**src/rtl/bus_rr_arbiter_pkg.sv**
```systemverilog
// Shared types and defaults for the system-bus round-robin arbiter and its picker.
// Master channel numbers give each SoC bus master a fixed request/grant bit.
package bus_rr_arbiter_pkg;

    localparam int unsigned NumMastersDef = 4;
    localparam int unsigned MaxHoldDef    = 16;

    // Bus master channel assignments within the request/grant vectors
    localparam int unsigned BusMasterChCpuInstr = 0;
    localparam int unsigned BusMasterChCpuData  = 1;
    localparam int unsigned BusMasterChDma      = 2;
    localparam int unsigned BusMasterChSpare    = 3;

    typedef enum logic {
        ArbIdle  = 1'b0,
        ArbOwned = 1'b1
    } arb_state_e;

    // Index following idx in a ring of n entries.
    function automatic int unsigned rr_next(input int unsigned idx, input int unsigned n);
        return (idx + 1 >= n) ? 0 : idx + 1;
    endfunction

endpackage

```
**src/rtl/bus_rr_arbiter_rr_pick.sv**
```systemverilog
// Combinational rotate-priority picker: first requester at or after i_start, wrapping,
// skipping any entry set in i_excl.
module bus_rr_arbiter_rr_pick
    import bus_rr_arbiter_pkg::*;
#(
    parameter int unsigned N     = 4,
    parameter int unsigned IDX_W = 2
) (
    input  logic [N-1:0]     i_req,
    input  logic [IDX_W-1:0] i_start,
    input  logic [N-1:0]     i_excl,
    output logic             o_found,
    output logic [IDX_W-1:0] o_idx
);

    logic [N-1:0]     w_cand;
    logic [IDX_W-1:0] w_pos;

    assign w_cand = i_req & ~i_excl;

    always_comb begin
        o_found = 1'b0;
        o_idx   = '0;
        w_pos   = i_start;
        for (int unsigned k = 0; k < N; k++) begin
            if (!o_found && w_cand[w_pos]) begin
                o_found = 1'b1;
                o_idx   = w_pos;
            end
            w_pos = IDX_W'(rr_next(32'(w_pos), N));
        end
    end

endmodule

```
**src/rtl/bus_rr_arbiter.sv**
```systemverilog
// Round-robin system-bus arbiter with registered one-hot/encoded grant, a hold limit
// that forces rotation when others wait, and a per-owner lock that suppresses it.
module bus_rr_arbiter
    import bus_rr_arbiter_pkg::*;
#(
    parameter int unsigned NUM_MASTERS = NumMastersDef,
    parameter int unsigned IDX_W       = 2,
    parameter int unsigned MAX_HOLD    = MaxHoldDef,
    parameter int unsigned CNT_W       = 5
) (
    input  logic                   clk,
    input  logic                   reset,
    input  logic [NUM_MASTERS-1:0] req,
    input  logic [NUM_MASTERS-1:0] lock,
    output logic [NUM_MASTERS-1:0] grant,
    output logic [IDX_W-1:0]       grant_idx,
    output logic                   grant_vld,
    output logic                   preempt
);

    arb_state_e             r_state;
    logic [NUM_MASTERS-1:0] r_grant;
    logic [IDX_W-1:0]       r_grant_idx;
    logic [IDX_W-1:0]       r_last_owner;
    logic [CNT_W-1:0]       r_hold_cnt;
    logic                   r_preempt;

    logic [IDX_W-1:0]       w_start;
    logic [NUM_MASTERS-1:0] w_excl;
    logic                   w_found;
    logic [IDX_W-1:0]       w_pick_idx;
    logic [NUM_MASTERS-1:0] w_pick_grant;
    logic                   w_owner_req;
    logic                   w_owner_lock;
    logic                   w_hold_sat;

    assign w_start      = IDX_W'(rr_next(32'(r_last_owner), NUM_MASTERS));
    // While owned, r_grant is the owner's one-hot bit; the owner never re-wins its own search
    assign w_excl       = (r_state == ArbOwned) ? r_grant : '0;
    assign w_pick_grant = NUM_MASTERS'(1) << w_pick_idx;
    assign w_owner_req  = |(req & r_grant);
    assign w_owner_lock = |(lock & r_grant);
    assign w_hold_sat   = (r_hold_cnt == CNT_W'(MAX_HOLD - 1));

    bus_rr_arbiter_rr_pick #(
        .N     (NUM_MASTERS),
        .IDX_W (IDX_W)
    ) u_pick (
        .i_req   (req),
        .i_start (w_start),
        .i_excl  (w_excl),
        .o_found (w_found),
        .o_idx   (w_pick_idx)
    );

    always_ff @(posedge clk) begin
        if (reset) begin
            r_state      <= ArbIdle;
            r_grant      <= '0;
            r_grant_idx  <= '0;
            r_last_owner <= IDX_W'(NUM_MASTERS - 1);
            r_hold_cnt   <= '0;
            r_preempt    <= 1'b0;
        end else begin
            r_preempt <= 1'b0;
            case (r_state)
                ArbIdle: begin
                    if (w_found) begin
                        r_state      <= ArbOwned;
                        r_grant      <= w_pick_grant;
                        r_grant_idx  <= w_pick_idx;
                        r_last_owner <= w_pick_idx;
                        r_hold_cnt   <= '0;
                    end
                end
                ArbOwned: begin
                    if (!w_owner_req) begin
                        // Owner released; a drop outranks any pending forced rotation
                        if (w_found) begin
                            r_grant      <= w_pick_grant;
                            r_grant_idx  <= w_pick_idx;
                            r_last_owner <= w_pick_idx;
                            r_hold_cnt   <= '0;
                        end else begin
                            r_state    <= ArbIdle;
                            r_grant    <= '0;
                            r_hold_cnt <= '0;
                        end
                    end else if (w_hold_sat && w_found && !w_owner_lock) begin
                        r_grant      <= w_pick_grant;
                        r_grant_idx  <= w_pick_idx;
                        r_last_owner <= w_pick_idx;
                        r_hold_cnt   <= '0;
                        r_preempt    <= 1'b1;
                    end else if (!w_hold_sat) begin
                        r_hold_cnt <= r_hold_cnt + CNT_W'(1);
                    end
                end
            endcase
        end
    end

    assign grant     = r_grant;
    assign grant_idx = r_grant_idx;
    assign grant_vld = (r_state == ArbOwned);
    assign preempt   = r_preempt;

endmodule
```
**config.mk**
```make
export PLATFORM = sky130hd
export DESIGN_NAME = bus_rr_arbiter
export DESIGN_NICKNAME = d
export VERILOG_FILES = /design/src/rtl/bus_rr_arbiter_pkg.sv /design/src/rtl/bus_rr_arbiter_rr_pick.sv /design/src/rtl/bus_rr_arbiter.sv
export SDC_FILE = /design/constraint.sdc
export NUM_CORES = 1
export LEC_CHECK = 0
export ABC_AREA = 0
export CORE_ASPECT_RATIO = 0.75
export CORE_MARGIN = 3
export CORE_UTILIZATION = 49
export CTS_CLUSTER_SIZE = 14
export DETAILED_ROUTE_END_ITERATION = 10
export GPL_ROUTABILITY_DRIVEN = 0
export PLACE_DENSITY = 0.77
export SLEW_MARGIN = 20
export SYNTH_ARGS = -nofsm -noshare
export SYNTH_HDL_FRONTEND = slang
export SYNTH_SLANG_ARGS = --single-unit
```
**constraint.sdc**
```tcl
create_clock -name clk -period 2.29 [get_ports clk]
set_input_delay 0.3435 -clock clk [delete_from_list [all_inputs] [get_ports clk]]
set_output_delay 0.3435 -clock clk [all_outputs]
set_load 0.02 [all_outputs]
```
Word-level counts from Yosys, hierarchy flattened
Cells that the tools add are included.
- $add $sub $neg: 5
- order comparisons: 8
- equality and inequality tests: 4
- shift operators: 1
- muxes and demuxes: 42
- bitwise operators: 6
- reduce and logical (&&, ||, !) cells: 14
- operator list (kind ; count):
    $mux W2 ; 13
    $mux W4 ; 5
    $mux W5 ; 4
    $add A2 B1 Y3 const B ; 4
    $and A4 B4 Y4 ; 3
    $ge A3 B3 Y1 const B ; 4
    $lt A2 B3 Y1 const B ; 4
    $mux W1 ; 11
    $pmux W5 S2 ; 1
    $bmux W1 S2 ; 4
    $pmux W2 S2 ; 2
    $pmux W4 S2 ; 1
    $reduce_or A4 Y1 ; 2
    $add A5 B1 Y5 const B ; 1
    $eq A5 B4 Y1 const B ; 1
    $logic_and A1 B1 Y1 ; 5
    $logic_not A1 Y1 ; 4
    $ne A4 B3 Y1 const B ; 1
    $not A4 Y4 ; 1
    $reduce_and A2 Y1 ; 2
    $shl A1 B2 Y4 const A ; 1
    $ne A3 B2 Y1 const B ; 1
    $reduce_or A3 Y1 ; 1
    $ne A2 B2 Y1 const B ; 1
    2 further kinds ; 3
- flip-flop bits (word level): 15
- output and inout port bits: 8

Logic depth before layout (Yosys ltp)
- word-level depth: 21
- mapped depth: 7
- gate-level depth less buffers: 7

Cells and area by module
Synthesis repeated with hierarchy kept, for this count alone.
- cells, all modules: 132
- area total of the unflattened synthesis: 1108.6 um^2
- by module, submodules not included (module ; instances ; cells an instance ; area each (um^2) ; sequential area each (um^2)):
    bus_rr_arbiter ; 1 ; 92 ; 814.5 ; 300.3
    bus_rr_arbiter_rr_pick ; 1 ; 40 ; 294.0 ; 0.0

Least setup slack after synthesis
OpenSTA, ideal clock, no wires.
- path kind: reg-to-reg
- from: register r_hold_cnt[0]
- to: register r_grant[0], in the netlist grant[0]
- arrival time: 1.784 ns
- required time: 2.216 ns
- slack: 0.431 ns
- cell stages (with the launch flop): 8
- buffers on the path: 0
- period minus slack after synthesis: 1.859 ns
- path through: dfxtp_1 -> ha_1 -> and3_1 -> ha_1 -> and3_2 -> o22ai_1 -> or4_1 -> o21ai_0
- cells in the longest elaborated chain, start to end: 5
- RTL lines (item ; line ; source):
    start, declared ; bus_rr_arbiter.sv:25 ; logic [CNT_W-1:0] r_hold_cnt;
    start signal, assigned ; bus_rr_arbiter.sv:96 ; r_hold_cnt <= r_hold_cnt + CNT_W'(1);
    $eq A5 B4 Y1 ; bus_rr_arbiter.sv:43 ; assign w_hold_sat = (r_hold_cnt == CNT_W'(MAX_HOLD - 1));
    $logic_and A1 B1 Y1 (2 in a row) ; bus_rr_arbiter.sv:89 ; end else if (w_hold_sat && w_found && !w_owner_lock) begin
    $ne A3 B2 Y1 (no line) ; n/a ;
    $reduce_and A2 Y1 (no line) ; n/a ;
    end signal, assigned ; bus_rr_arbiter.sv:70 ; r_grant <= w_pick_grant;
    end signal, assigned ; bus_rr_arbiter.sv:80 ; r_grant <= w_pick_grant;
    end signal, assigned ; bus_rr_arbiter.sv:90 ; r_grant <= w_pick_grant;
    end, declared ; bus_rr_arbiter.sv:22 ; logic [NUM_MASTERS-1:0] r_grant;
No other way between the ends.
A chain may end at the register's enable or synchronous reset.

Worst setup path in the final report
- from: input port req[3]
- to: register r_grant[2], in the netlist grant[2]
- cells in the longest elaborated chain, start to end: 17
- elaborated cells on any way between the ends: 36
- those cells by class: eq/ne: 2; shift: 1; mux: 21; bitwise: 2; reduce/logical: 10
- RTL lines (item ; line ; source):
    start, declared ; bus_rr_arbiter.sv:13 ; input logic [NUM_MASTERS-1:0] req,
    $and A4 B4 Y4 ; bus_rr_arbiter_rr_pick.sv:19 ; assign w_cand = i_req & ~i_excl;
    $bmux W1 S2 ; bus_rr_arbiter_rr_pick.sv:26 ; if (!o_found && w_cand[w_pos]) begin
    $mux W1 (implied by the code) ; bus_rr_arbiter_rr_pick.sv:26 ;
    $mux W1 ; bus_rr_arbiter_rr_pick.sv:26 ;
    $logic_not A1 Y1 ; bus_rr_arbiter_rr_pick.sv:26 ;
    $logic_and A1 B1 Y1 ; bus_rr_arbiter_rr_pick.sv:26 ;
    $mux W1 ; bus_rr_arbiter_rr_pick.sv:26 ;
    $logic_not A1 Y1 ; bus_rr_arbiter_rr_pick.sv:26 ;
    $logic_and A1 B1 Y1 ; bus_rr_arbiter_rr_pick.sv:26 ;
    $mux W1 ; bus_rr_arbiter_rr_pick.sv:26 ;
    $logic_not A1 Y1 ; bus_rr_arbiter_rr_pick.sv:26 ;
    $logic_and A1 B1 Y1 ; bus_rr_arbiter_rr_pick.sv:26 ;
    $mux W2 / $mux W1 (equally long branches) ; bus_rr_arbiter_rr_pick.sv:26 ;
    $shl A1 B2 Y4 / $logic_and A1 B1 Y1 (equally long branches) ; bus_rr_arbiter.sv:40, bus_rr_arbiter.sv:89 ;
    $mux W4 (tied with other cells) ; bus_rr_arbiter.sv:79 ; if (w_found) begin
    $mux W4 / $ne A3 B2 Y1 (equally long branches) ; n/a ;
    $pmux W4 S2 / $reduce_and A2 Y1 (equally long branches) ; n/a ;
Parallel ways exist; a longest one is shown, timed or not. The select of a mux whose other input is x is not followed.

==> flow_summary.json <==
{
  "num_vias": 909,
  "timing.setup.tns_ns": 0,
  "htreeDepth": 1,
  "synth_nets": 118,
  "power_frac_clock": 0.129,
  "hold_ws_ns": 0.4776,
  "layout.nets": 143,
  "drtAntennaViolNets": 0,
  "netlist_area_um2": 899.6,
  "ioPinCount": 18,
  "fill_cells": 122,
  "wirelength_mm": 2.220,
  "cts-resized-gates": 0,
  "finalHoldViolCount": 0,
  "clk_latency_ns": 0.29,
  "rsz0062_at_grt": "false",
  "max_clock_freq_mhz": 512.6,
  "synth-edff-count": 0,
  "total_leakage_power_nw": 0.4065,
  "cp-end-kind": "register",
  "p_sw_mw": 0.4974,
  "area_growth_pct": 27.82,
  "layout_common_cells": "clkdlybuf4s50_1, dfxtp_1, a21oi_1",
  "ys_seq_area_frac": 0.3338,
  "die_y_um": 43.11,
  "ctsRootBufferMaster": "clkbuf_4",
  "maxSlewViolCount": 0,
  "synthArstFlopShare": 0,
  "die_area_mm2": 0.002391,
  "dp_hpwl_mm": 1.662,
  "skew_ns": 0.002984,
  "synth_flop_cell": "dfxtp_1",
  "syn-instance-count": 105,
  "required_ns": 2.46,
  "fp.dieW_um": 55.48,
  "wl_per_cell_um": 14.80,
  "drt-initial-drc-count": 56,
  "endpoint": "grant[2]",
  "post_cts_buffers": 0,
  "r2r-end": "grant[0]",
  "seqPwrFrac": 0.349,
  "cts_inserted_buffers": 3,
  "period_needed_ns": 1.951,
  "post_drt_via_cell_ratio": 6.060,
  "ys_ff_latch": 15,
  "cp-startpoint": "req[3]",
  "max_cap_violations": 0,
  "startpoint_type": "input pin",
  "timing.final.crit_share": 0.8519,
  "arrival_ns": 2.12,
  "reg2reg_depth": 7,
  "rows": 12,
  "r2r_slack_ns": 0.36,
  "synth.area.top_cells": "dfxtp_1, a21oi_1, ha_1, nor3_1, o21ai_4",
  "powerDensity_mw_per_mm2": 1024,
  "clk_pin_slew_ns": 0.09,
  "sw_frac_of_total": 0.4225,
  "status": "finished clean",
  "hold_buffers": 0,
  "grt_max_degree": 12,
  "yosys_warnings": 0,
  "r2r-start": "r_hold_cnt[1]",
  "portBuffers": 17,
  "yosysTopAreaCell": "dfxtp_1",
  "ys_types": 39,
  "grt_pass1_vias": 787,
  "final_common_cell": "clkdlybuf4s50_1",
  "setup_viol": 0,
  "combPwrFrac": 0.522,
  "drive_gt1_frac": 0.1473,
  "worstMarginPinSlew_ns": 0.4175,
  "avgSynthCellArea_um2": 8.568,
  "ir_worst_vdd_mv": 0.7517,
  "drcViolationCount": 0,
  "intPower_mw": 0.6799,
  "antenna_found_initial": 0,
  "grt_pass1_wl_mm": 3.753,
  "initial_utilization": 0.5600,
  "grt_usage": 0.2015,
  "antenna-diode-count": 0,
  "cts_buffer_depth": 2,
  "cts.sinks": 15,
  "worstPathMaxFanout": 5,
  "cts_tree": "built",
  "synth_top_area_share": 0.3338,
  "slew-limit-headroom": 0.7213,
  "overflow": 0,
  "critical_path_class": "input pin to register",
  "firstDrtPassIters": 4,
  "coreArea_mm2": 0.001607,
  "min_path_type": "register to register"
}
[critical path: stages]
cell and delay (ns):
clkdlybuf4s50_1 0.48, nor2b_1 0.19, a2111o_1 0.46, o21a_1 0.23, o21ai_1 0.27, o32ai_1 0.13
[cell families after synthesis]
family	count (synthesis)	share of synthesized area
AO/OA/AOI/OAI	39	0.3421
buffers and inverters	10	0.05008
AND/OR/NAND/NOR	38	0.2323
adder cells (fa/ha/maj)	3	0.04173
flip-flops	15	0.3338
[cell usage after synthesis (2+ instances only)]
master	n
a21oi_1	8
nand2_1	6
nor3_1	7
o32ai_1	3
a21bo_2	2
o21ba_2	2
a311oi_1	2
dfxtp_1	15
o21bai_1	2
o21a_1	2
nor2b_1	4
nand4_1	3
a21boi_0	2
ha_1	3
inv_1	7
nor2_1	6
nand3_1	3
o21ai_4	2
o21ai_0	2
a22o_1	2
o22ai_1	2
clkbuf_1	2
o21ai_1	2
[metrics by stage]
| step | cell area [µm²] | power, mW | utilization | setup slack, ns | std cells |
|---|---|---|---|---|---|
| floorplan | 899.6 | 0.7949 | - | 0.4313 | 105 |
| global placement | 1122 | 1.006 | 0.6986 | 0.1020 | 146 |
| detailed placement | 1122 | 1.022 | 0.6986 | 0.06395 | 146 |
| CTS | 1150 | 1.177 | 0.7157 | 0.3645 | 150 |
| global route | 1150 | 1.272 | 0.7157 | 0.2008 | 150 |
| finish | 1150 | 1.177 | 0.7157 | 0.3391 | 150 |
[power groups by stage]
stage | Combinational [mW] | Sequential [mW] | Clock (mW)
6_report | 0.615 | 0.411 | 0.152
5_1_grt | 0.678 | 0.425 | 0.169
4_1_cts | 0.611 | 0.410 | 0.156
3_5_place_dp | 0.607 | 0.415 | 0
3_3_place_gp | 0.595 | 0.411 | 0
2_1_floorplan | 0.347 | 0.448 | 0
[state kept, by name, indices dropped and copies added (netlist names)]
name,count
r_last_owner,2
r_hold_cnt,5
grant,4
grant_idx,2
grant_vld,1
preempt,1
[layout make-up]
type | instances | area, µm² | area share
Clock buffer | 3 | 22.52 | 0.01959
Inverter | 7 | 26.28 | 0.02285
Tap cell | 21 | 26.28 | 0.02285
Clock inverter | 1 | 5.005 | 0.004353
Timing Repair Buffer | 23 | 215.2 | 0.1872
Multi-Input combinational cell | 80 | 554.3 | 0.4820
Sequential cell | 15 | 300.3 | 0.2612
[layer usage]
layer  routed length (µm)  vias to the layer above  GRT usage
met4                    8                        0    0.02913
met3                  213                        2    0.08207
li1                     -                      447          -
met1                 1097                      417     0.2935
met2                  901                       43     0.2783
met5                    0                        -          0
[worst min-delay path by stage]
stage                     from              end  slack, ns  cells past startpoint
2_1_floorplan  r_last_owner[1]  r_last_owner[1]       0.44                      2
3_3_place_gp      grant_idx[0]     grant_idx[0]       0.45                      2
3_5_place_dp      grant_idx[1]     grant_idx[1]       0.46                      2
4_1_cts           grant_idx[0]     grant_idx[0]       0.48                      2
5_1_grt        r_last_owner[1]  r_last_owner[1]       0.51                      2
6_report          grant_idx[0]     grant_idx[0]       0.48                      2
No activity file was read; power rests on OpenSTA's default activity.
